===== config.mk =====
export PLATFORM = sky130hd
export DESIGN_NAME = id_scoreboard
export DESIGN_NICKNAME = d
export VERILOG_FILES = /design/src/rtl/id_scoreboard.sv
export SDC_FILE = /design/constraint.sdc
export NUM_CORES = 1
export LEC_CHECK = 0
export ABC_AREA = 1
export CORE_MARGIN = 3
export CORE_UTILIZATION = 54
export CTS_CLUSTER_SIZE = 24
export DETAILED_ROUTE_END_ITERATION = 10
export HOLD_SLACK_MARGIN = 0.05
export PLACE_DENSITY = 0.91
export SLEW_MARGIN = 20
export SYNTH_ARGS = -nofsm -noshare
export SYNTH_HDL_FRONTEND = slang
export SYNTH_SLANG_ARGS = --single-unit

===== constraint.sdc =====
create_clock -name clk -period 2.4 [get_ports clk]
set_clock_uncertainty 0.05 [all_clocks]
set_input_delay 0.36 -clock clk [delete_from_list [all_inputs] [get_ports clk]]
set_output_delay 0.36 -clock clk [all_outputs]
set_load 0.01 [all_outputs]

===== src/rtl/id_scoreboard.sv =====
// id_scoreboard: decode-stage register-hazard scoreboard with stall request, forwarding selects and stall counter.
// Build option: define SB_FWD_EN for forwarding; without it the block is a pure interlock and fwd_sel* stay 0.
module id_scoreboard #(
  parameter int NSTAGE = 3,
  parameter int AW     = 5,
  parameter int FSEL_W = $clog2(NSTAGE + 1),
  parameter int CNT_W  = 32
) (
  input  logic                clk,
  input  logic                rst_n,
  input  logic                flush,
  input  logic [NSTAGE+1:0]   stall,
  input  logic                issue_we,
  input  logic [AW-1:0]       issue_waddr,
  input  logic [FSEL_W-1:0]   issue_rdy,
  input  logic [AW-1:0]       rs1,
  input  logic [AW-1:0]       rs2,
  input  logic                rs1_en,
  input  logic                rs2_en,
  output logic                stallreq_id,
  output logic [FSEL_W-1:0]   fwd_sel1,
  output logic [FSEL_W-1:0]   fwd_sel2,
  output logic [CNT_W-1:0]    stall_cnt
);

  logic [NSTAGE-1:0] valid_q, valid_d;
  logic [NSTAGE-1:0] we_q, we_d;
  logic [AW-1:0]     waddr_q [NSTAGE];
  logic [AW-1:0]     waddr_d [NSTAGE];
  logic [FSEL_W-1:0] rdy_q   [NSTAGE];
  logic [FSEL_W-1:0] rdy_d   [NSTAGE];
  logic [CNT_W-1:0]  cnt_q, cnt_d;

  logic [AW-1:0]     src_s [2];
  logic [1:0]        en_s;
  logic [1:0]        haz_s;
  logic              unused_stall_s;

  assign src_s[0]       = rs1;
  assign src_s[1]       = rs2;
  assign en_s           = {rs2_en, rs1_en};
  // stall[0] belongs to IF, which has no entry here.
  assign unused_stall_s = stall[0];

`ifdef SB_FWD_EN
  logic [FSEL_W-1:0] sel_s [2];

  // Youngest matching entry decides: scan oldest to youngest so the lowest index wins.
  always_comb begin
    for (int k = 0; k < 2; k++) begin
      haz_s[k] = 1'b0;
      sel_s[k] = '0;
      for (int p = NSTAGE - 1; p >= 0; p--) begin
        if (valid_q[p] && we_q[p] && (waddr_q[p] == src_s[k]) &&
            (src_s[k] != '0) && en_s[k]) begin
          haz_s[k] = (rdy_q[p] > FSEL_W'(p));
          sel_s[k] = FSEL_W'(p + 1);
        end else begin
          haz_s[k] = haz_s[k];
        end
      end
    end
  end

  assign fwd_sel1 = sel_s[0];
  assign fwd_sel2 = sel_s[1];
`else
  // Interlock only: any match whose result is not yet in the register file stalls.
  always_comb begin
    for (int k = 0; k < 2; k++) begin
      haz_s[k] = 1'b0;
      for (int p = 0; p < NSTAGE; p++) begin
        if (valid_q[p] && we_q[p] && (waddr_q[p] == src_s[k]) &&
            (src_s[k] != '0) && en_s[k]) begin
          haz_s[k] = haz_s[k] | (rdy_q[p] != FSEL_W'(NSTAGE));
        end else begin
          haz_s[k] = haz_s[k];
        end
      end
    end
  end

  assign fwd_sel1 = '0;
  assign fwd_sel2 = '0;
`endif

  assign stallreq_id = |haz_s;
  assign stall_cnt   = cnt_q;

  // Entry advance: flush, then hold on own-stage stall, then bubble when only the stage above is stalled.
  always_comb begin
    for (int p = 0; p < NSTAGE; p++) begin
      valid_d[p] = valid_q[p];
      we_d[p]    = we_q[p];
      waddr_d[p] = waddr_q[p];
      rdy_d[p]   = rdy_q[p];
      if (flush) begin
        valid_d[p] = 1'b0;
        we_d[p]    = 1'b0;
        waddr_d[p] = '0;
        rdy_d[p]   = '0;
      end else if (stall[p+2]) begin
        valid_d[p] = valid_q[p];
      end else if (stall[p+1]) begin
        valid_d[p] = 1'b0;
        we_d[p]    = 1'b0;
      end else if (p == 0) begin
        valid_d[p] = 1'b1;
        we_d[p]    = issue_we;
        waddr_d[p] = issue_waddr;
        rdy_d[p]   = issue_rdy;
      end else begin
        valid_d[p] = valid_q[p-1];
        we_d[p]    = we_q[p-1];
        waddr_d[p] = waddr_q[p-1];
        rdy_d[p]   = rdy_q[p-1];
      end
    end
  end

  // Saturating stall-cycle counter.
  always_comb begin
    if (stallreq_id && !flush && (cnt_q != {CNT_W{1'b1}})) begin
      cnt_d = cnt_q + CNT_W'(1);
    end else begin
      cnt_d = cnt_q;
    end
  end

  // State registers.
  always_ff @(posedge clk or negedge rst_n) begin
    if (!rst_n) begin
      valid_q <= '0;
      we_q    <= '0;
      cnt_q   <= '0;
      for (int p = 0; p < NSTAGE; p++) begin
        waddr_q[p] <= '0;
        rdy_q[p]   <= '0;
      end
    end else begin
      valid_q <= valid_d;
      we_q    <= we_d;
      cnt_q   <= cnt_d;
      for (int p = 0; p < NSTAGE; p++) begin
        waddr_q[p] <= waddr_d[p];
        rdy_q[p]   <= rdy_d[p];
      end
    end
  end

endmodule


Word level (Yosys, flattened, before mapping). Index checks and enable logic that the tools add are counted.

Bits in registers: 59. Input port bits: 28. Output and inout port bits: 37. Word-level logic and storage cells: 104.

Add/subtract/negate cells: 1. Eq/ne operators: 14. Multiplexer cells: 42. Bitwise logic cells: 4. Reductions and logical operators: 30.

Operators by type and width (number): $mux 5 (9); $add 32x1->32 const B (1); $ne 32x32->1 const B (1); $eq 5x5->1 (6); $mux 1 (24); $logic_and 1x1->1 (23); $mux 2 (9); $ne 2x2->1 const B (7); $reduce_bool 5->1 (2); $reduce_and 2->1 (3); $or 1x1->1 (4); $reduce_or 2->1 (1); $logic_not 1->1 (1).

Longest topological paths before layout. Gate-level depths: netlist of the first run.

Depth in word-level cells: 12. Mapped depth: 12. Depth with buffers taken out: 11.

Least setup slack after synthesis of the first run. No wires, ideal clock.

Kind: reg-to-reg. Start: register cnt_q[0] (netlist: stall_cnt[0]). End: register cnt_q[2] (netlist: stall_cnt[2]). Setup time: 67 ps. Arrival: 1662 ps. Required time: 2283 ps. Path slack: 622 ps. Cell stages (with the launch flop): 11. Buffers on the path: 1. Clock period less this slack: 1778 ps. Cell sequence: dfrtp_1 ha_1 nand3_2 inv_2 nand2_2 nor2_1 nand2_2 nand3_2 buf_4 nand2_1 nand2_1.

Cells in the longest elaborated chain, start to end: 2. Elaborated cells on any way between the ends: 3. Those cells by class: add/sub: 1; eq/ne: 1; reduce/logical: 1.

RTL lines: start: declaration (line 32) `logic [CNT_W-1:0] cnt_q, cnt_d;`; start signal: assignment (line 143) `cnt_q <= cnt_d;`; branches (longest 2 deep; another with $add 32x1->32).

Parallel ways; which one is timed is not known. A chain may end at the register's enable or synchronous reset.

Final worst setup path of the first run.
Start: input port rs1[3]. End: output port stallreq_id.

Cells in the longest elaborated chain, start to end: 10. Elaborated cells on any way between the ends: 19. Those cells by class: eq/ne: 3; mux: 3; bitwise: 2; reduce/logical: 11.

RTL lines: start: declaration (line 16) `input logic [AW-1:0] rs1,`; $eq 5x5->1 (line 73) `if (valid_q[p] && we_q[p] && (waddr_q[p] == src_s[k]) &&`; $logic_and 1x1->1 (2 in a row) (line 73); $logic_and 1x1->1 (line 74) `(src_s[k] != '0) && en_s[k]) begin`; $mux 1 (line 73); $or 1x1->1 (line 75) `haz_s[k] = haz_s[k] | (rdy_q[p] != FSEL_W'(NSTAGE));`; $mux 1 (line 73); $or 1x1->1 (line 75); $mux 1 (*) (line 73); $reduce_or 2->1 (*) (line 87) `assign stallreq_id = |haz_s;`; end: declaration (line 20) `output logic stallreq_id,`.

Every way passes the cells marked *; elsewhere a longest branch is shown, timed or not.

==> impl_summary.log, run 1 <==
[metrics] number of violations of the max-capacitance limit: 0
[metrics] placeable core region: 0.006832 mm^2
[metrics] floorplan die area: 0.008136 mm^2
[metrics] clock input transition at the sequential cells of the worst setup and hold paths: 0.08 ns
[metrics] Final Util: 70.16%
[metrics] flip-flop and latch count after synthesis: 59
[metrics] worst-case headroom to the max-slew limit: 51.40%
[metrics] final critical-path required period: 2.270 ns
[metrics] share of the yosys chip area belonging to registers: 38.56%
[metrics] height of the chip: 90.20 um
[metrics] global route total overflow: 0
[metrics] kind of start point of the critical path: input port
[metrics] layout cells sized above 1: 7.012%
[metrics] Antenna Nets Post-Route: 0
[metrics] post-detailed-route via-to-cell ratio: 5.444
[metrics] Final GP Congestion: 0.9915
[metrics] Worst setup EP type: output port
[metrics] sequential share of power: 47.2%
[metrics] slack of the worst reg-to-reg path: 0.28 ns
[metrics] number of distinct library cells after synthesis: 25
[metrics] data arrival time of the critical path: 1.86 ns
[metrics] number of H-tree levels: 3
[metrics] least setup slack across all paths after layout: 0.1301 ns
[metrics] capture instance of the worst register-to-register path: stall_cnt[30]$_DFFE_PN0P_
[metrics] initial antenna violation count: 0
[metrics] maximum clock rate: 440.5 MHz
[metrics] effective utilization at floorplan: 56.04%
[metrics] Avg Synthesized Cell Area: 6.647 um^2
[metrics] final setup fails: 0
[metrics] footprint of the flip-flops and latches: 0.001476 mm^2
[metrics] first-pass iteration count of the detailed router: 6
[metrics] Leak Pwr: 2.320 nW
[metrics] relative contribution of combinational cells to total power: 9.2%
[metrics] Clock Sink Count: 59
[metrics] wire length of the first global-routing pass: 18,550 um
[metrics] final antenna diode count: 0
[metrics] setup TNS: 0 ns
[metrics] number of I/O pins: 65
[metrics] latest clock arrival within the worst-skew pair: 0.35 ns
[metrics] power density over cell area: 447.8 mW/mm^2
[metrics] signed area change from the synthesized netlist to the final layout: 25.20%
[metrics] Place WS: -0.1630 ns
[metrics] Pins Over Slew Limit: 0
[metrics] fill cell total of the finished layout: 597
[metrics] width of the chip: 90.20 um
[metrics] worst vdd rail ir drop: 0.3676 mV
[metrics] Row Count: 30
[metrics] count of input and output buffers: 59
[metrics] largest fanout on the critical path: 4
[metrics] drt first-iter violations: 401
[metrics] clock buffers created by TritonCTS: 9
[metrics] internal power: 1.571 mW
[metrics] HPWL after detailed placement: 8064 um
[metrics] RSZ-0062 raised after global routing: no
[metrics] overall routing resource usage: 27.79%
[metrics] CTS tree: yes
[metrics] number of vias in the routed layout: 4,094
[metrics] worst setup path class: input port to output port
[metrics] largest net degree at the start of global routing: 34
[metrics] reported net switching power: 0.5758 mW
[metrics] final routed wire length divided by cell count: 14.30 um
[metrics] most frequent cells in the layout: sky130_fd_sc_hd__nand2_1 (235), sky130_fd_sc_hd__dfrtp_1 (59), sky130_fd_sc_hd__inv_1 (57), sky130_fd_sc_hd__clkdlybuf4s50_1 (56), sky130_fd_sc_hd__nor2_1 (53)
[metrics] post-CTS setup buffers: 0
[metrics] vias in the first global route: 3,841
[metrics] Cell Area, Synth: 0.003829 mm^2
[metrics] total number of yosys warnings: 0
[metrics] Critical Path RT: 1.99 ns
[metrics] sw frac: 26.82%
[metrics] most common cell after layout, fill and taps aside: sky130_fd_sc_hd__nand2_1
[metrics] Fin. Hold Viols: 0
[metrics] final worst path period share: 94.58%
[metrics] multi-input logic area: 0.002039 mm^2
[metrics] DRT Wirelength: 10,760 um
[metrics] Net count, final: 680
[metrics] Slew @ Worst Pin: 0.7241 ns
[metrics] Synth Instances: 576
[metrics] outcome: finished clean
[metrics] root buffer selected by CTS: sky130_fd_sc_hd__clkbuf_8
[metrics] DR DRC count: 0
[metrics] Clk pwr share: 43.5%
[metrics] r2r worst-path depth: 7
[metrics] Hold Path Class: input port to async pin
[metrics] maximum root-to-sink buffer count: 2
[metrics] origin of the critical flop-to-flop path: stall_cnt[0]$_DFFE_PN0P_
critical path: stages:
cell and delay, ns:
sky130_fd_sc_hd__clkdlybuf4s50_1 0.55, sky130_fd_sc_hd__inv_1 0.09, sky130_fd_sc_hd__nand2_1 0.06, sky130_fd_sc_hd__nand2_1 0.06, sky130_fd_sc_hd__nor2_1 0.14, sky130_fd_sc_hd__nand3_1 0.09, sky130_fd_sc_hd__nand3_1 0.09, sky130_fd_sc_hd__nand2_1 0.06
sky130_fd_sc_hd__nand2_2 0.08, sky130_fd_sc_hd__dlygate4sd2_1 0.28
cell usage after synthesis, drive strengths merged:
cell type  instances  area, um^2
nand2            238       900.9
inv               60       225.2
dfrtp             59        1476
nor2              53       198.9
nand4             40       250.2
nand3             35       185.2
o21ai             17       85.08
o22ai             16       100.1
xor2              15       131.4
buf               14       83.83
nor3              13       75.07
nand3b             5       37.54
xnor2              4       35.03
clkbuf             3       11.26
clkinv             1       3.750
conb               1       3.750
ha                 1       12.51
nor3b              1       12.51
power by group through the flow:
stage	Sequential, mW	Combinational (mW)	Clock [mW]
after detailed placement	1.03	0.195	0
final	1.01	0.198	0.935
after global placement	1.03	0.191	0
after floorplan	1.03	0.0875	0
after CTS	1.01	0.197	0.947
after global routing	1.01	0.221	0.998
layer usage:
layer | GRT usage (%) | vias up | share of wire, % | wire length [um]
li1 | - | 1995 | - | -
met1 | 40.62 | 1859 | 44 | 4719
met2 | 42.00 | 220 | 45 | 4865
met3 | 6.444 | 20 | 9.7 | 1046
met4 | 6.505 | 0 | 1.2 | 124
met5 | 0 | - | 0 | 0
state kept, by name, indices dropped and copies added (netlist names):
name and cells:
valid_q 3, we_q 3, waddr_q 15, rdy_q 6, stall_cnt 32
worst max path at each step:
stage	start	to	slack, ns
after floorplan	stall_cnt[0]$_DFFE_PN0P_	stall_cnt[2]$_DFFE_PN0P_	0.62
after global placement	rs2[4]	stallreq_id	-0.12
after detailed placement	rs2[4]	stall_cnt[10]$_DFFE_PN0P_	-0.16
after CTS	rs1[3]	stallreq_id	0.13
after global routing	rs1[3]	stall_cnt[12]$_DFFE_PN0P_	0.003
final	rs1[3]	stallreq_id	0.13
through the flow:
step | power (mW) | hold WS (ns) | cells | cell area, um^2
CTS | 2.157 | 0.4720 | 752 | 4793
detailed placement | 1.227 | 0.3263 | 735 | 4586
finish | 2.147 | 0.4670 | 752 | 4793
global placement | 1.223 | 0.3164 | 735 | 4586
global route | 2.233 | 0.4990 | 752 | 4793
floorplan | 1.118 | 0.01441 | 579 | 3840
cell families (layout without fill, tap and decap cells):
group	after synthesis	count (layout)	share of synthesized area (%)
flops	59	59	38.56
fa+ha+maj	1	1	0.3267
xor+xnor	19	19	4.346
simple gates	385	385	43.37
buf+inv	78	155	8.464
other cells	1	4	0.09795
compound gates	33	33	4.837
area by class of cell:
| cell class | instances | share of cell area [%] |
|---|---|---|
| sequential | 59 | 30.80 |
| multi-input combinational | 442 | 42.55 |
| clock inverter | 7 | 1.592 |
| timing repair buffer | 78 | 15.19 |
| clock buffer | 9 | 2.584 |
| inverter | 61 | 4.777 |
| tap | 96 | 2.506 |
what timing repair did:
action / in CTS / in global routing
hold endpoints to repair: 22 / 0
hold buffers: 1 / 0
endpoints found under the setup margin: 1 / 0
resized for setup: 2 / 0
No activity file was read; power rests on OpenSTA's default activity.
==> run 2, diff against run 1 <==
REMOVE_ABC_BUFFERS = 1   (was unset)
==> run 2 against run 1 <==
  * Hold slack got worse by 0.0078 ns
  * Die area unchanged
  * Largest cell class unchanged
  * Setup slack got worse by 0.0088 ns
  * Clock power decreased by 0.9%
  * Final cell count decreased by 0.66%
==> impl_summary.log, run 2 (synthesized netlist as in run 1, its figures left out) <==
[metrics] cell area after placement: 0.004581 mm^2 (-0.11%)
[metrics] count of input and output buffers: 59 (unchanged)
[metrics] overall routing resource usage: 27.98% (+0.18 points)
[metrics] DR DRC count: 0 (unchanged)
[metrics] first-pass iteration count of the detailed router: 5 (-1)
[metrics] clock input transition at the sequential cells of the worst setup and hold paths: 0.06 ns (-0.02 ns)
[metrics] layout cells sized above 1: 6.298% (-0.71 points)
[metrics] Row Count: 30 (unchanged)
[metrics] maximum clock rate: 438.8 MHz (-0.39%)
[metrics] effective utilization at floorplan: 56.04% (unchanged)
[metrics] largest fanout on the critical path: 5 (+1)
[metrics] width of the chip: 90.20 um (unchanged)
[metrics] global route total overflow: 0 (unchanged)
[metrics] fill cell total of the finished layout: 609 (+2.0%)
[metrics] Clock Sink Count: 59 (unchanged)
[metrics] worst-case headroom to the max-slew limit: 49.10% (-2.3 points)
[metrics] outcome: finished clean
[metrics] global-route met1 utilization: 41.40% (+0.79 points)
[metrics] power density over cell area: 445.9 mW/mm^2 (-0.43%)
[metrics] post-CTS setup buffers: 0 (unchanged)
[metrics] final critical-path required period: 2.279 ns (+0.008777 ns)
[metrics] routing usage on met2: 42.50% (+0.50 points)
[metrics] number of I/O pins: 65 (unchanged)
[metrics] multi-input logic area: 0.002039 mm^2 (unchanged)
[metrics] worst vdd rail ir drop: 0.4073 mV (+11%)
[metrics] Leak Pwr: 2.332 nW (+0.49%)
[metrics] floorplan die area: 0.008136 mm^2 (unchanged)
[metrics] height of the chip: 90.20 um (unchanged)
[metrics] drt first-iter violations: 325 (-19%)
[metrics] CTS tree: yes
[metrics] latest clock arrival within the worst-skew pair: 0.33 ns (-0.02 ns)
[metrics] number of violations of the max-capacitance limit: 0 (unchanged)
[metrics] met3 track demand over resource: 3.766% (-2.7 points)
[metrics] most heavily used metal layer in global routing: met2
[metrics] initial antenna violation count: 0 (unchanged)
[metrics] DRT Wirelength: 10,820 um (+0.64%)
[metrics] final setup fails: 0 (unchanged)
[metrics] Fin. Hold Viols: 0 (unchanged)
[metrics] footprint of the flip-flops and latches: 0.001476 mm^2 (unchanged)
[metrics] most common cell after layout, fill and taps aside: sky130_fd_sc_hd__nand2_1
[metrics] most frequent cells in the layout: sky130_fd_sc_hd__nand2_1 (235), sky130_fd_sc_hd__dfrtp_1 (59), sky130_fd_sc_hd__inv_1 (57), sky130_fd_sc_hd__clkdlybuf4s50_1 (55), sky130_fd_sc_hd__nor2_1 (53)
[metrics] Largest register FFs: 32 (unchanged)
[metrics] Critical Path RT: 1.99 ns (about the same)
[metrics] final design instance area without fill: 0.004800 mm^2 (+0.13%)
[metrics] placeable core region: 0.006832 mm^2 (unchanged)
[metrics] largest net degree at the start of global routing: 34 (unchanged)
[metrics] sequence of cells on the critical path: clkdlybuf4s50_1 > inv_1 > nand2_1 > nand2_1 > nor2_1 > nand3_1 > nand3_1 > nand2_1 > nand2_2 > dlygate4sd2_1
[metrics] Top delay family on crit path: buffers and inverters
[metrics] Net count, final: 676 (-0.59%)
[metrics] clock buffers created by TritonCTS: 9 (unchanged)
[metrics] number of H-tree levels: 3 (unchanged)
[metrics] crit path buf inv count: 3 (unchanged)
[metrics] worst setup path class: input port to output port
[metrics] Antenna Nets Post-Route: 0 (unchanged)
[metrics] RSZ-0062 raised after global routing: no
[metrics] maximum root-to-sink buffer count: 2 (unchanged)
[metrics] Max stage delay cell, worst path: sky130_fd_sc_hd__clkdlybuf4s50_1
[metrics] kind of start point of the critical path: input port
[metrics] wire length of the first global-routing pass: 18,730 um (+0.96%)
[metrics] maximum single-stage delay on the critical path: 0.58 ns (+0.03 ns)
[metrics] Slew @ Worst Pin: 0.7584 ns (+0.03436 ns)
[metrics] cell occurring most often along the worst timing path: sky130_fd_sc_hd__nand2_1
[metrics] root buffer selected by CTS: sky130_fd_sc_hd__clkbuf_8
[metrics] final antenna diode count: 0 (unchanged)
[metrics] Hold WS: 0.4592 ns (-0.007758 ns)
[metrics] Final GP Congestion: 0.9653 (-2.6%)
[metrics] HPWL after detailed placement: 8296 um (+2.9%)
[metrics] post-detailed-route via-to-cell ratio: 5.518 (+1.4%)
[metrics] Worst setup EP type: output port
[metrics] vias in the first global route: 3,881 (+1.0%)
[metrics] signed area change from the synthesized netlist to the final layout: 25.36%
[metrics] data arrival time of the critical path: 1.87 ns (about the same)
[metrics] number of vias in the routed layout: 4,122 (+0.68%)
[metrics] Hold Path Class: flop to flop
[metrics] final worst path period share: 94.95% (+0.37 points)
[metrics] final routed wire length divided by cell count: 14.49 um (+1.3%)
[metrics] Pins Over Slew Limit: 0 (unchanged)
[run 2: timing repair]
action,in CTS,in global routing
endpoints found under the setup margin,1,12
gates resized for setup,1,4
cloned,0,0
hold buffers,1,0
hold endpoints to repair,27,0
[run 2: report_power, final]
group	switching [mW]	internal [mW]
sequential	0.00894	1.01
combinational	0.119	0.0801
clock	0.399	0.528
total	0.526	1.61
[run 2: worst reg2reg max path: cells and delay by family, from the launching register on]
family / cells / cell delay, ns
and+or+nand+nor: 6 / 0.86
buffers and inverters: 2 / 0.36
DFF: 1 / 0.47
adders and majority gates: 1 / 0.29
[run 2: path summary, 6_finish.rpt]
check | to | start | cells after the start | slack [ns]
max reg2reg | stall_cnt[18]$_DFFE_PN0P_ | stall_cnt[0]$_DFFE_PN0P_ | 9 | 0.28
max | stallreq_id | rs2[1] | 10 | 0.12
min | we_q[2]$_DFFE_PN0N_ | we_q[2]$_DFFE_PN0N_ | 2 | 0.46
min in group asynchronous | waddr_q[5]$_DFFE_PN0P_ | rst_n | 2 | 0.53
max in group asynchronous | stall_cnt[17]$_DFFE_PN0P_ | rst_n | 3 | 1.17
min reg2reg | we_q[2]$_DFFE_PN0N_ | we_q[2]$_DFFE_PN0N_ | 2 | 0.46
[run 2: through the flow]
step / TNS, ns / cells / power [mW] / utilization [%] / worst slack (ns)
6_report: 0 / 747 / 2.140 / 70.26 / 0.1213
5_1_grt: 0 / 747 / 2.209 / 70.26 / 0.01995
3_3_place_gp: -3.230 / 731 / 1.221 / 67.05 / -0.1193
2_1_floorplan: 0 / 562 / 1.111 / - / 0.2070
4_1_cts: 0 / 747 / 2.144 / 70.13 / 0.1045
3_5_place_dp: -4.715 / 731 / 1.227 / 67.05 / -0.1559
[run 2: area by class of cell]
class | count | area share [%]
multi-input combinational | 442 | 42.49
sequential | 59 | 30.76
timing repair buffer | 74 | 15.28
inverter | 61 | 4.771
clock buffer | 11 | 3.154
tap | 96 | 2.503
clock inverter | 4 | 1.043
[run 2: metal layers]
layer | share of wire (%) | up-vias
met4 | 1.8 | 0
met3 | 5.8 | 19
li1 | - | 1996
met2 | 45 | 149
met5 | 0 | -
met1 | 47 | 1958
